===== src/rtl/rr_arbiter_pkg.sv =====
// Shared constants and helpers for the round-robin arbiter.
// Optional lock feature is controlled by RR_ARB_LOCK_EN.
package arb_pkg;

  localparam int N_MAX = 64;

  // The index width is at least one bit, so N=1 still gets a usable index port.
  function automatic int calc_iw(input int n);
    return (n <= 1) ? 1 : $clog2(n);
  endfunction

endpackage


===== src/rtl/rr_arbiter_if.sv =====
// Request/grant bundle between requesters and rr_arbiter.
// lock_i is present only when RR_ARB_LOCK_EN is defined.
interface rr_arbiter_if
  import arb_pkg::*;
#(
  parameter int N = 32
) ();
  localparam int IW = calc_iw(N);

  logic [N-1:0]  req_i;
`ifdef RR_ARB_LOCK_EN
  logic [N-1:0]  lock_i;
`endif
  logic [N-1:0]  gnt_o;
  logic [IW-1:0] gnt_idx_o;
  logic          gnt_valid_o;

  modport slave (
`ifdef RR_ARB_LOCK_EN
    input  lock_i,
`endif
    input  req_i,
    output gnt_o, gnt_idx_o, gnt_valid_o
  );

  modport master (
`ifdef RR_ARB_LOCK_EN
    output lock_i,
`endif
    output req_i,
    input  gnt_o, gnt_idx_o, gnt_valid_o
  );
endinterface


===== src/rtl/rr_arbiter_prio_enc.sv =====
// Rotating priority encoder: the first set req bit at or above ptr_i wins,
// wrapping to bit 0. Purely combinational.
module prio_enc_rot
  import arb_pkg::*;
#(
  parameter  int N  = 32,
  localparam int IW = calc_iw(N)
) (
  input  logic [N-1:0]  req_i,
  input  logic [IW-1:0] ptr_i,
  output logic [N-1:0]  win_oh_o,
  output logic [IW-1:0] win_idx_o,
  output logic          win_vld_o
);

  logic [2*N-1:0] dbl;

  // Lower copy is masked below ptr; the upper copy supplies the wrapped bits.
  always_comb begin
    dbl = {req_i, req_i};
    for (int i = 0; i < N; i++)
      if (i < int'(ptr_i)) dbl[i] = 1'b0;

    win_vld_o = 1'b0;
    win_idx_o = '0;
    for (int i = 0; i < 2*N; i++) begin
      if (!win_vld_o && dbl[i]) begin
        win_vld_o = 1'b1;
        win_idx_o = IW'((i >= N) ? (i - N) : i);
      end
    end

    win_oh_o = win_vld_o ? (N'(1) << win_idx_o) : '0;
  end

endmodule


===== src/rtl/rr_arbiter.sv =====
// Round-robin arbiter with registered one-hot grant and encoded index.
// Define RR_ARB_LOCK_EN to add lock_i with a MAX_HOLD-bounded grant hold.
module rr_arbiter
  import arb_pkg::*;
#(
  parameter int N        = 32,
  parameter int MAX_HOLD = 8
) (
  input  logic         clk,
  input  logic         reset_n,
  rr_arbiter_if.slave  bus
);

  localparam int IW = calc_iw(N);

  if (N < 1 || N > N_MAX) begin : g_bad_n
    $error("rr_arbiter: N out of range");
  end
  if (MAX_HOLD < 1) begin : g_bad_hold
    $error("rr_arbiter: MAX_HOLD must be >= 1");
  end

  logic [IW-1:0] ptr_q, ptr_d;
  logic [N-1:0]  gnt_q, gnt_d;
  logic [IW-1:0] idx_q, idx_d;
  logic          vld_q, vld_d;

  logic [N-1:0]  win_oh;
  logic [IW-1:0] win_idx;
  logic          win_vld;

  prio_enc_rot #(.N(N)) u_enc (
    .req_i     (bus.req_i),
    .ptr_i     (ptr_q),
    .win_oh_o  (win_oh),
    .win_idx_o (win_idx),
    .win_vld_o (win_vld)
  );

`ifdef RR_ARB_LOCK_EN
  localparam int HW = (MAX_HOLD < 2) ? 1 : $clog2(MAX_HOLD + 1);
  logic [HW-1:0] hold_q, hold_d;
  logic          keep;

  // The current holder keeps the grant only while it requests, locks and has budget left.
  assign keep = vld_q && |(bus.req_i & gnt_q) && |(bus.lock_i & gnt_q)
                && (hold_q < HW'(MAX_HOLD - 1));
`endif

  always_comb begin
    gnt_d = win_oh;
    idx_d = win_idx;
    vld_d = win_vld;
    ptr_d = ptr_q;
    if (win_vld)
      ptr_d = (win_idx == IW'(N - 1)) ? '0 : IW'(win_idx + 1'b1);
`ifdef RR_ARB_LOCK_EN
    hold_d = '0;
    if (keep) begin
      gnt_d  = gnt_q;
      idx_d  = idx_q;
      vld_d  = 1'b1;
      ptr_d  = ptr_q;
      hold_d = hold_q + 1'b1;
    end
`endif
  end

  always_ff @(posedge clk or negedge reset_n) begin
    if (!reset_n) begin
      ptr_q <= '0;
      gnt_q <= '0;
      idx_q <= '0;
      vld_q <= 1'b0;
    end else begin
      ptr_q <= ptr_d;
      gnt_q <= gnt_d;
      idx_q <= idx_d;
      vld_q <= vld_d;
    end
  end

`ifdef RR_ARB_LOCK_EN
  always_ff @(posedge clk or negedge reset_n) begin
    if (!reset_n) hold_q <= '0;
    else          hold_q <= hold_d;
  end
`endif

  assign bus.gnt_o       = gnt_q;
  assign bus.gnt_idx_o   = idx_q;
  assign bus.gnt_valid_o = vld_q;

endmodule


===== src/flat_wrapper.sv =====
// flat-port wrapper written by rule: the top's interface ports become plain ports
module rr_arbiter_flat import arb_pkg::*;
#(
  parameter int N        = 32,
  parameter int MAX_HOLD = 8
)
  (clk, reset_n, bus_req_i, bus_gnt_o, bus_gnt_idx_o, bus_gnt_valid_o);
  rr_arbiter_if #(.N(N)) bus_i ();
  input  logic clk;
  input  logic reset_n;
  input wire logic [$bits(bus_i.req_i)-1:0] bus_req_i;
  output wire logic [$bits(bus_i.gnt_o)-1:0] bus_gnt_o;
  output wire logic [$bits(bus_i.gnt_idx_o)-1:0] bus_gnt_idx_o;
  output wire logic [$bits(bus_i.gnt_valid_o)-1:0] bus_gnt_valid_o;
  assign bus_i.req_i = bus_req_i;
  assign bus_gnt_o = bus_i.gnt_o;
  assign bus_gnt_idx_o = bus_i.gnt_idx_o;
  assign bus_gnt_valid_o = bus_i.gnt_valid_o;
  rr_arbiter #(.N(N), .MAX_HOLD(MAX_HOLD)) u_core (.clk(clk), .reset_n(reset_n), .bus(bus_i));
endmodule

===== config.mk =====
export PLATFORM = sky130hd
export DESIGN_NAME = rr_arbiter_flat
export DESIGN_NICKNAME = d
export VERILOG_FILES = /design/src/rtl/rr_arbiter_pkg.sv /design/src/rtl/rr_arbiter_if.sv /design/src/rtl/rr_arbiter_prio_enc.sv /design/src/rtl/rr_arbiter.sv /design/src/flat_wrapper.sv
export SDC_FILE = /design/constraint.sdc
export NUM_CORES = 1
export LEC_CHECK = 0
export BUFFER_PORTS_ARGS = -buffer_cell sky130_fd_sc_hd__buf_2
export CAP_MARGIN = 20
export CORE_ASPECT_RATIO = 0.6
export CORE_MARGIN = 2
export CORE_UTILIZATION = 40
export DETAILED_ROUTE_END_ITERATION = 10
export GPL_ROUTABILITY_DRIVEN = 0
export SLEW_MARGIN = 10
export SYNTH_ARGS = -nofsm -noshare
export SYNTH_HDL_FRONTEND = slang
export SYNTH_SLANG_ARGS = --single-unit
export TNS_END_PERCENT = 1

===== constraint.sdc =====
create_clock -name clk -period 4.09 [get_ports clk]
set_input_delay 0.818 -clock clk [delete_from_list [all_inputs] [get_ports clk]]
set_output_delay 0.818 -clock clk [all_outputs]
set_load 0.03 [all_outputs]

==> results of run 1 <==
-- state kept, by name (all words and copies together), names as in the netlist --
register	cells
u_core.bus.gnt_valid_o	1
u_core.ptr_q	5
u_core.bus.gnt_o	32
u_core.bus.gnt_idx_o	5
-- worst paths after layout --
check,end,depth (start not counted),start
max,u_core.ptr_q[2],11,u_core.ptr_q[1]
min,u_core.bus.gnt_o[31],1,reset_n
max reg2reg,u_core.ptr_q[2],11,u_core.ptr_q[1]
min reg2reg,u_core.ptr_q[0],2,u_core.ptr_q[0]
max in group asynchronous,u_core.bus.gnt_o[26],1,reset_n
min in group clk,u_core.ptr_q[0],2,u_core.ptr_q[0]
-- per-layer routing --
layer | share of wire | up-vias
met5 | 0 | -
met1 | 0.48 | 1516
met4 | 0.0062 | 0
met3 | 0.12 | 11
met2 | 0.39 | 180
li1 | - | 1482
-- power by group --
part / internal [mW] / switching, mW / total (mW)
Combinational: 0.421 / 0.749 / 1.17
Sequential: 0.503 / 0.0755 / 0.579
Clock: 0.259 / 0.159 / 0.419
-- critical path, stage by stage, from the launching register on --
cell and delay, ps:
dfrtp_1 620, o21ai_0 350, a31o_2 360, or4_4 450, nor3_4 410, a32oi_1 170
and4b_1 230, o2111a_4 180, nor4_1 440, ha_1 300, nand2b_1 130, o21ai_0 70
-- cell families (layout without fill, tap and decap cells) --
group | count (synthesis) | count (layout)
and+or+nand+nor | 168 | 168
AOI/OAI and AO/OA | 98 | 98
DFF | 43 | 43
buffers and inverters | 30 | 120
adders and majority gates | 5 | 5
-- cell usage after synthesis, types with 3 or more instances --
library cell and n:
a21boi_0 3, a221oi_1 3, nand2b_1 6, and3_1 12
buf_2 3, o221ai_1 3, buf_6 5, nor2b_1 4
nand3_1 19, o211ai_1 5, nor2_1 31, or2_2 6
and2_1 9, buf_4 5, o31ai_1 6, a32oi_1 4
dfrtp_1 43, nand4_1 7, nor3b_1 5, nor3_1 12
nand2_1 24, a211oi_1 3, nor4_1 6, ha_1 5
inv_1 17, o21ai_0 14, a31oi_1 5, a21oi_1 17
-- area by class of cell --
cell class	instances	area share
timing repair buffer	95	0.144
tap	104	0.0349
inverter	17	0.0171
clock buffer	7	0.0410
multi-input combinational	271	0.472
sequential	43	0.289
clock inverter	1	0.00201
-- stage by stage --
| step | setup WS (ps) | hold slack, ps |
|---|---|---|
| 6_report | 247 | 680 |
| 5_1_grt | 66.4 | 729 |
| 4_1_cts | 397 | 697 |
| 3_5_place_dp | 157 | 687 |
| 3_3_place_gp | 288 | 686 |
| 2_1_floorplan | 682 | 522 |
==> results, run 1 <==
- The type of destination of the critical path is a flip-flop.
- The H-tree level count is 2.
- The die covers approximately 8300 um2.
- In this run the tightest slew margin relative to its limit is 0.380.
- In the synthesized netlist the dominant register cell turns out to be dfrtp_1.
- The worst clock skew is 3.13 ps.
- The floorplan has 24 rows.
- Setup repair after global routing left no endpoint under its margin.
- The most used routing layer in global routing is met1.
- The proportion of synthesized flip-flops having asynchronous set or reset is 1.00.
- The iteration-0 DRC count of the detailed router is 250.
- In the finished design, the share of the clock period the worst path needs comes to 0.940.
- The half-perimeter wire length after detailed placement is ~8000 um.
- Setup total negative slack on the finished layout was measured at 0 ps.
- The maximum number of pins on one net before global-route repair is 44.
- The critical path in this run is classified as flip-flop to flip-flop.
- The synthesized-area fraction occupied by xor and xnor cells is 0.
- The number of max-cap violations is 0.
- Of the total synthesized cell area, the portion taken by full adders, half adders and majority gates is 0.0208.
- The first-pass detailed-route iteration total is 5.
- For this design the static power due to leakage is approximately 1.8 nW.
- The combined area of the multi-input logic cells is approximately 1800 um2.
- TritonCTS built the clock tree.
- At the end of the flow, the number of nets in the layout was ~470.
- The post-placement cell area is around 3600 um2.
- The count of input and output buffers is 71.
- After clock tree synthesis, the clock-pin slew on the worst setup and hold paths is approximately 60 ps.
- The cell area that synthesis handed to floorplanning was roughly 3000 um2.
- In the global route stage, overall resource usage came out at 0.248.
- The DRC violation count after routing is 0.
- Counting every net in the synthesized netlist gives around 380.
- The via count of the first global-routing pass is 2,965.
- The detailed-route vias per instance is just under 6.
- The largest family of logic cells by synthesized area is simple AND/OR/NAND/NOR gates.
- Clock tree synthesis found a total of 43 sinks.
- The final core utilization is 0.513.
- For the pin with the worst max-slew slack, the measured transition is between 900 and 1000 ps.
- Counting distinct cell types in the post-synthesis netlist gives between 70 and 80.
- The initial antenna violation count is 0.
- Synthesis handed over a netlist of ~340 instances.
- The register area is about 1100 um2.
- For met3 alone, demand over resource in global routing was 0.0668.
- The smallest clock period supported by the final layout is computed as a little under 4000 ps.
- The antenna cell count is 0.
- The die is between 70 and 80 um tall.
- Based on the critical path, the design can be clocked at up to approximately 260 MHz.
- The die span in x is between 100 and 150 um.
- The flow ran to the end, and the final reports show no timing, DRC or antenna violations.
- The worst vdd rail ir drop is about 0.26 mV.
- The cell taking the most area after synthesis is dfrtp_1.
- Counting tap cells, the placed design contains a total of 530 instances.
- The tightest min-delay check is of the input port to asynchronous set/reset pin type.
- In the final layout, the share of cells above drive strength 1 is 0.311.
- The most frequent standard cell in the layout excluding fill and tap cells is buf_2.
- The synthesized design contains 43 register bits.
- The starting density of the core is 0.414.
- In the global route stage, met1 resource usage came out at 0.405.
- The power per unit of standard cell area is approximately 580 nW/um2.
- In the layout the commonest cells are buf_2 (71), dfrtp_1 (43), nor2_1 (31), nand2_1 (24), buf_4 (24).
- For met2 alone, demand over resource in global routing was 0.325.
- The area of the core region is 7270 um2.
- Along the worst path, the maximum fanout reaches 10.
- Data arrives at the worst endpoint at about 4000 ps.
- The type of origin of the critical path is a flip-flop.
- The non-filler instance count after layout is between 500 and 600.
- The wire length of the first global-routing pass is about 16,000 um.
- In this run the register-to-register setup slack is roughly 250 ps.
- Counting the buffers created by CTS gives 5.
- The via count is 3,189.
- Setup violations remaining at the end of the flow were counted as 0.
- The count of flip-flops with a built-in enable after synthesis is 0.
- The clock latency on the worst-skew pair is 280 ps.
- The layout has about 730 filler cells.
- Sorting the synthesized cells by area gives the leading types as dfrtp_1 (36%), nor2_1 (3.9%), nand3_1 (3.2%).
- The total overflow left after global routing is 0.
- The relative area change from synthesis to final layout is 23.8%.
- The mux share of post-synthesis cell area is 0.
- The boundary pin count is just over 70.
- The detailed-route wire length is 9850 um.
- The sequential-to-total area share from yosys stat is 0.358.
- Overall power consumption after layout is estimated at ~2.2 mW.
- The post-synthesis simple-gate area fraction is 0.326.
- The post-synthesis compound-gate area fraction is 0.238.
- No sink is reached through more buffers than the 2 on the longest clock path.
- The count of cells resized by post-cts repair is 0.
- The Yosys warning count is 0.
- The final number of max-transition violations came to 0.
- The cell at the root of the clock tree is clkbuf_16.
- The required time of the critical path is between 4000 and 5000 ps.
- The buffers inserted during post-CTS setup optimization is 0.
- The synthesized area divided by synthesized cell count is around 9 um2.
- After clock tree synthesis, the flow added hold-fix buffers numbering 0.
- The total count of hold-check failures in the final report came to 0.
- The fraction of post-synthesis cell area in the top cell type by area is 0.358.
- Once detail routing completed, the nets flagged for antenna violations numbered 0.
- After routing the design area is between 3000 and 4000 um2.
- The detail-routed net length per standard cell is 18.3 um.
Note: power is estimated with default switching activity, not from simulation.
==> run 2, diff against run 1 <==
--- a/config.mk
+++ b/config.mk
@@ -6,14 +6,15 @@
 export NUM_CORES = 1
 export LEC_CHECK = 0
 export BUFFER_PORTS_ARGS = -buffer_cell sky130_fd_sc_hd__buf_2
-export CAP_MARGIN = 20
 export CORE_ASPECT_RATIO = 0.6
 export CORE_MARGIN = 2
 export CORE_UTILIZATION = 40
 export DETAILED_ROUTE_END_ITERATION = 10
 export GPL_ROUTABILITY_DRIVEN = 0
+export SKIP_LAST_GASP = 1
 export SLEW_MARGIN = 10
 export SYNTH_ARGS = -nofsm -noshare
 export SYNTH_HDL_FRONTEND = slang
+export SYNTH_HIERARCHICAL = 1
 export SYNTH_SLANG_ARGS = --single-unit
 export TNS_END_PERCENT = 1
==> run 2 against run 1 <==
Net effect:
- via count fell by 0.72%
- fmax grew 3.1%
- worst hold slack worse by 13 ps
- routed wire length down 0.39%
- critical endpoint is now u_core/ptr_q[4]
- clock skew up 1.1 ps
- sequential power up 2%
- largest power group unchanged
- utilization rose by 0.28 points
- combinational power is 11% higher
- largest cell class unchanged
- first-iteration DRC count grew 23%
- clock-buffer cell count fell by 2
==> results, run 2 <==
- Outcome: finished, final reports clean (unchanged).
- The number of antenna-violating nets in the routed design is 0 (unchanged).
- The total count of hold-check failures in the final report came to 0 (unchanged).
- The via count of the first global-routing pass is 2,903 (was 2,965).
- The count of cells resized by post-cts repair is 0 (unchanged).
- The worst clock skew is 4.28 ps (was 3.13 ps).
- The first-pass detailed-route iteration total was 6 (was 5).
- The number of hold buffers added after cts is 0 (unchanged).
- The clock sink count is 43 (unchanged).
- Area contributors post-synth: dfrtp_1 (35%), nor4_1 (3.5%), nand2_1 (3.0%) (was dfrtp_1 (36%), nor2_1 (3.9%), nand3_1 (3.2%)).
- The cell taking the most area after synthesis is dfrtp_1 (unchanged).
- The buffers inserted during post-CTS setup optimization was 0 (unchanged).
- The antenna cell count is 0 (unchanged).
- The CTS tree was done (unchanged).
- The detail-routed net length per standard cell came to 18.5 um (was 18.3 um).
- The starting density of the core was 0.417 (was 0.414).
- The flop and latch count out of synthesis was 43 (unchanged).
- The highest fanout seen on the critical path is 9 (was 10).
- The initial antenna violation count is 0 (unchanged).
- The cell type with the highest occurrence count on the critical path was ha_1 (was o21ai_0).
- The highest clock rate is 268 MHz (was 260 MHz).
- The DRC violation count after routing is 0 (unchanged).
- The die area is 8370 um2 (was 8260 um2).
- The most frequent standard cell in the layout excluding fill and tap cells was buf_2 (unchanged).
- The die span in x is 117 um (was 116 um).
- Setup repair after global routing missed its margin: no (unchanged).
- The shortest period the worst path allows is 3730 ps (was 3840 ps).
- Cells traversed along the worst timing path: buf_2 > nor2b_1 > o211ai_1 > nand4_4 > nor4b_4 > nand3_2 > o21ai_1 > nor3b_2 > inv_2 > ha_1 > and3_2 > ha_1 > mux2_2 (was o21ai_0 > a31o_2 > or4_4 > nor3_4 > a32oi_1 > and4b_1 > o2111a_4 > nor4_1 > ha_1 > nand2b_1 > o21ai_0).
- The arrival time of data at the critical path endpoint came to 3900 ps (was 3990 ps).
- The count of flip-flops with a built-in enable after synthesis is 0 (unchanged).
- The netlist area before placement is 3050 um2 (was 3010 um2).
- The final number of max-transition violations came to 0 (unchanged).
- The count of input and output buffers is 71 (unchanged).
- The static leakage is 1.72 nW (was 1.80 nW).
- The overall routing resource usage is 0.240 (was 0.248).
- The final core utilization was 0.516 (was 0.513).
- The via count came to 3,166 (was 3,189).
- The number of buffers on the longest clock path was 2 (unchanged).
- The type of destination of the critical path is a flip-flop (unchanged).
- The flip-flop count of the largest register, all copies and words added was 32 (unchanged).
- The half-perimeter wire length after detailed placement was 7690 um (was 7780 um).
- The wire length of the first global-routing pass came to 15,400 um (was 15,700 um).
- The clock-pin slew of the registers on the worst-case setup and hold paths is 60 ps (about the same).
- The dominant register cell in the synthesized netlist is dfrtp_1 (unchanged).
- The iteration-0 DRC count of the detailed router is 308 (was 250).
- The fraction of post-synthesis cell area in the top cell type by area is 0.352 (was 0.358).
- The height of the die is 71.7 um (was 71.2 um).
- The relative area change from synthesis to final layout is 23.7% (was 23.8%).
- The Yosys warning count came to 6 (was 0).
- The largest incremental delay on the critical path is 580 ps (was 620 ps).
- The synthesized area divided by synthesized cell count was 9.03 um2 (was 8.75 um2).
- The type of origin of the critical path is an input port (was flip-flop).
- The area of the core region is 7330 um2 (was 7270 um2).
- The share of the cycle needed by the critical path after routing is 0.912 (was 0.940).
- The post-synth net total came to 374 (was 383).
- The post-synthesis cell count is 338 (was 344).
- The power per unit of standard cell area is 605 nW/um2 (was 582 nW/um2).
- The detailed-route vias per instance is 5.97 (was 5.93).
- The proportion of synthesized flip-flops having asynchronous set or reset was 1.00 (unchanged).
- Commonest cells after routing, fill and taps aside: buf_2 (71), dfrtp_1 (41), nand2_1 (24), buf_4 (23), nor2_1 (22) (was buf_2 (71), dfrtp_1 (43), nor2_1 (31), nand2_1 (24), buf_4 (24)).
- The H-tree level count is 2 (unchanged).
- The clock latency on the worst-skew pair is 280 ps (about the same).
- The boundary pin count is 72 (unchanged).
- The number of cell rows is 24 (unchanged).
- The worst min-delay path class is input port to asynchronous set/reset pin (unchanged).
- The final sum of negative setup slack was 0 ps (unchanged).
- The startpoint-to-endpoint class of the critical path is input port to flip-flop (was flip-flop to flip-flop).
- The distinct cell type count of the synthesized netlist is 76 (was 77).
- The cell at the root of the clock tree is clkbuf_16 (unchanged).
- The sequential-to-total area share from yosys stat is 0.352 (was 0.358).
- The detailed-route wire length is 9810 um (was 9850 um).
- The share of post-route cells with drive strength above 1 came to 0.352 (was 0.311).
- The most numerous cell in the Yosys netlist was dfrtp_1 (unchanged).
- The worst slew margin relative to its limit came to 0.387 (was 0.380).
- The worst vdd rail ir drop is 0.385 mV (was 0.265 mV).
- The required time of the critical path is 4260 ps (was 4240 ps).
- The worst-margin pin slew was 919 ps (was 931 ps).
- The number of nets in the final layout is 461 (was 472).
- The number of max-cap violations is 0 (unchanged).
- The maximum number of pins on one net before global-route repair came to 44 (unchanged).
- The final setup violation count is 0 (unchanged).
- The TritonCTS buffer count is 5 (unchanged).
- Ranking of synthesized cells by instance count: dfrtp_1 (43), nand2_1 (24), nor2_1 (22) (was dfrtp_1 (43), nor2_1 (31), nand2_1 (24)).
- The cell at the slowest stage of the critical path is nor4b_4 (was dfrtp_1).
- The remaining global-route overflow came to 0 (unchanged).
-- run 2: critical path: cells and delay by family --
family	cells	cell delay, ps
AND/OR/NAND/NOR	6	1430
AO/OA/AOI/OAI	2	790
adder cells (fa/ha/maj)	2	380
multiplexers	1	260
buffers and inverters	2	190
-- run 2: cell type report --
| type | instances | area (um2) |
|---|---|---|
| clock buffers | 5 | 125 |
| clock inverters | 3 | 25.0 |
| fillers | 741 | 3550 |
| inverters | 15 | 56.3 |
| multi-input cells | 265 | 1810 |
| flip-flops and latches | 43 | 1080 |
| well taps | 104 | 130 |
| repair buffers | 95 | 548 |
-- run 2: cells by family after synthesis --
family                   after synthesis  share of synthesized area
flip-flops                            43                      0.352
buffers and inverters                 30                     0.0533
AND/OR/NAND/NOR                      160                      0.320
adder cells (fa/ha/maj)                2                    0.00820
XOR/XNOR                               2                    0.00574
AO/OA/AOI/OAI                         98                      0.249
multiplexers                           3                     0.0111
-- run 2: where the power goes --
group | leakage, nW | switching (mW) | internal [mW] | total (mW)
combinational | 1.08 | 0.835 | 0.469 | 1.30
sequential | 0.573 | 0.0857 | 0.504 | 0.589
clock | 0.0700 | 0.165 | 0.228 | 0.392
-- run 2: metrics by stage --
| step | area (um2) | setup slack [ps] | cells | power [mW] | hold WS (ps) |
|---|---|---|---|---|---|
| 3_3_place_gp | 3620 | 245 | 522 | 1.86 | 673 |
| 4_1_cts | 3770 | 294 | 530 | 2.28 | 693 |
| 2_1_floorplan | 3050 | 410 | 338 | 1.43 | 475 |
| 5_1_grt | 3780 | 81.7 | 530 | 2.43 | 718 |
| 6_report | 3780 | 362 | 530 | 2.29 | 667 |
| 3_5_place_dp | 3620 | 139 | 522 | 1.87 | 683 |
-- run 2: routing by layer --
metal,global-route usage,up-vias,wire [um]
met2,0.319,169,3780
met5,0,-,0
li1,-,1464,-
met3,0.0728,15,1170
met1,0.382,1518,4780
met4,0.0379,0,82
-- run 2: final timing paths --
check                                        to  slack [ps]       startpoint  cells after the start
max reg2reg                     u_core/ptr_q[4]         380  u_core/ptr_q[1]                     12
min                        u_core/bus.gnt_o[21]         670          reset_n                      1
max in group asynchronous       u_core/ptr_q[4]        2790          reset_n                      1
min in group clk                u_core/ptr_q[2]         690  u_core/ptr_q[2]                      2
max                             u_core/ptr_q[4]         360     bus_req_i[0]                     13
min reg2reg                     u_core/ptr_q[2]         690  u_core/ptr_q[2]                      2
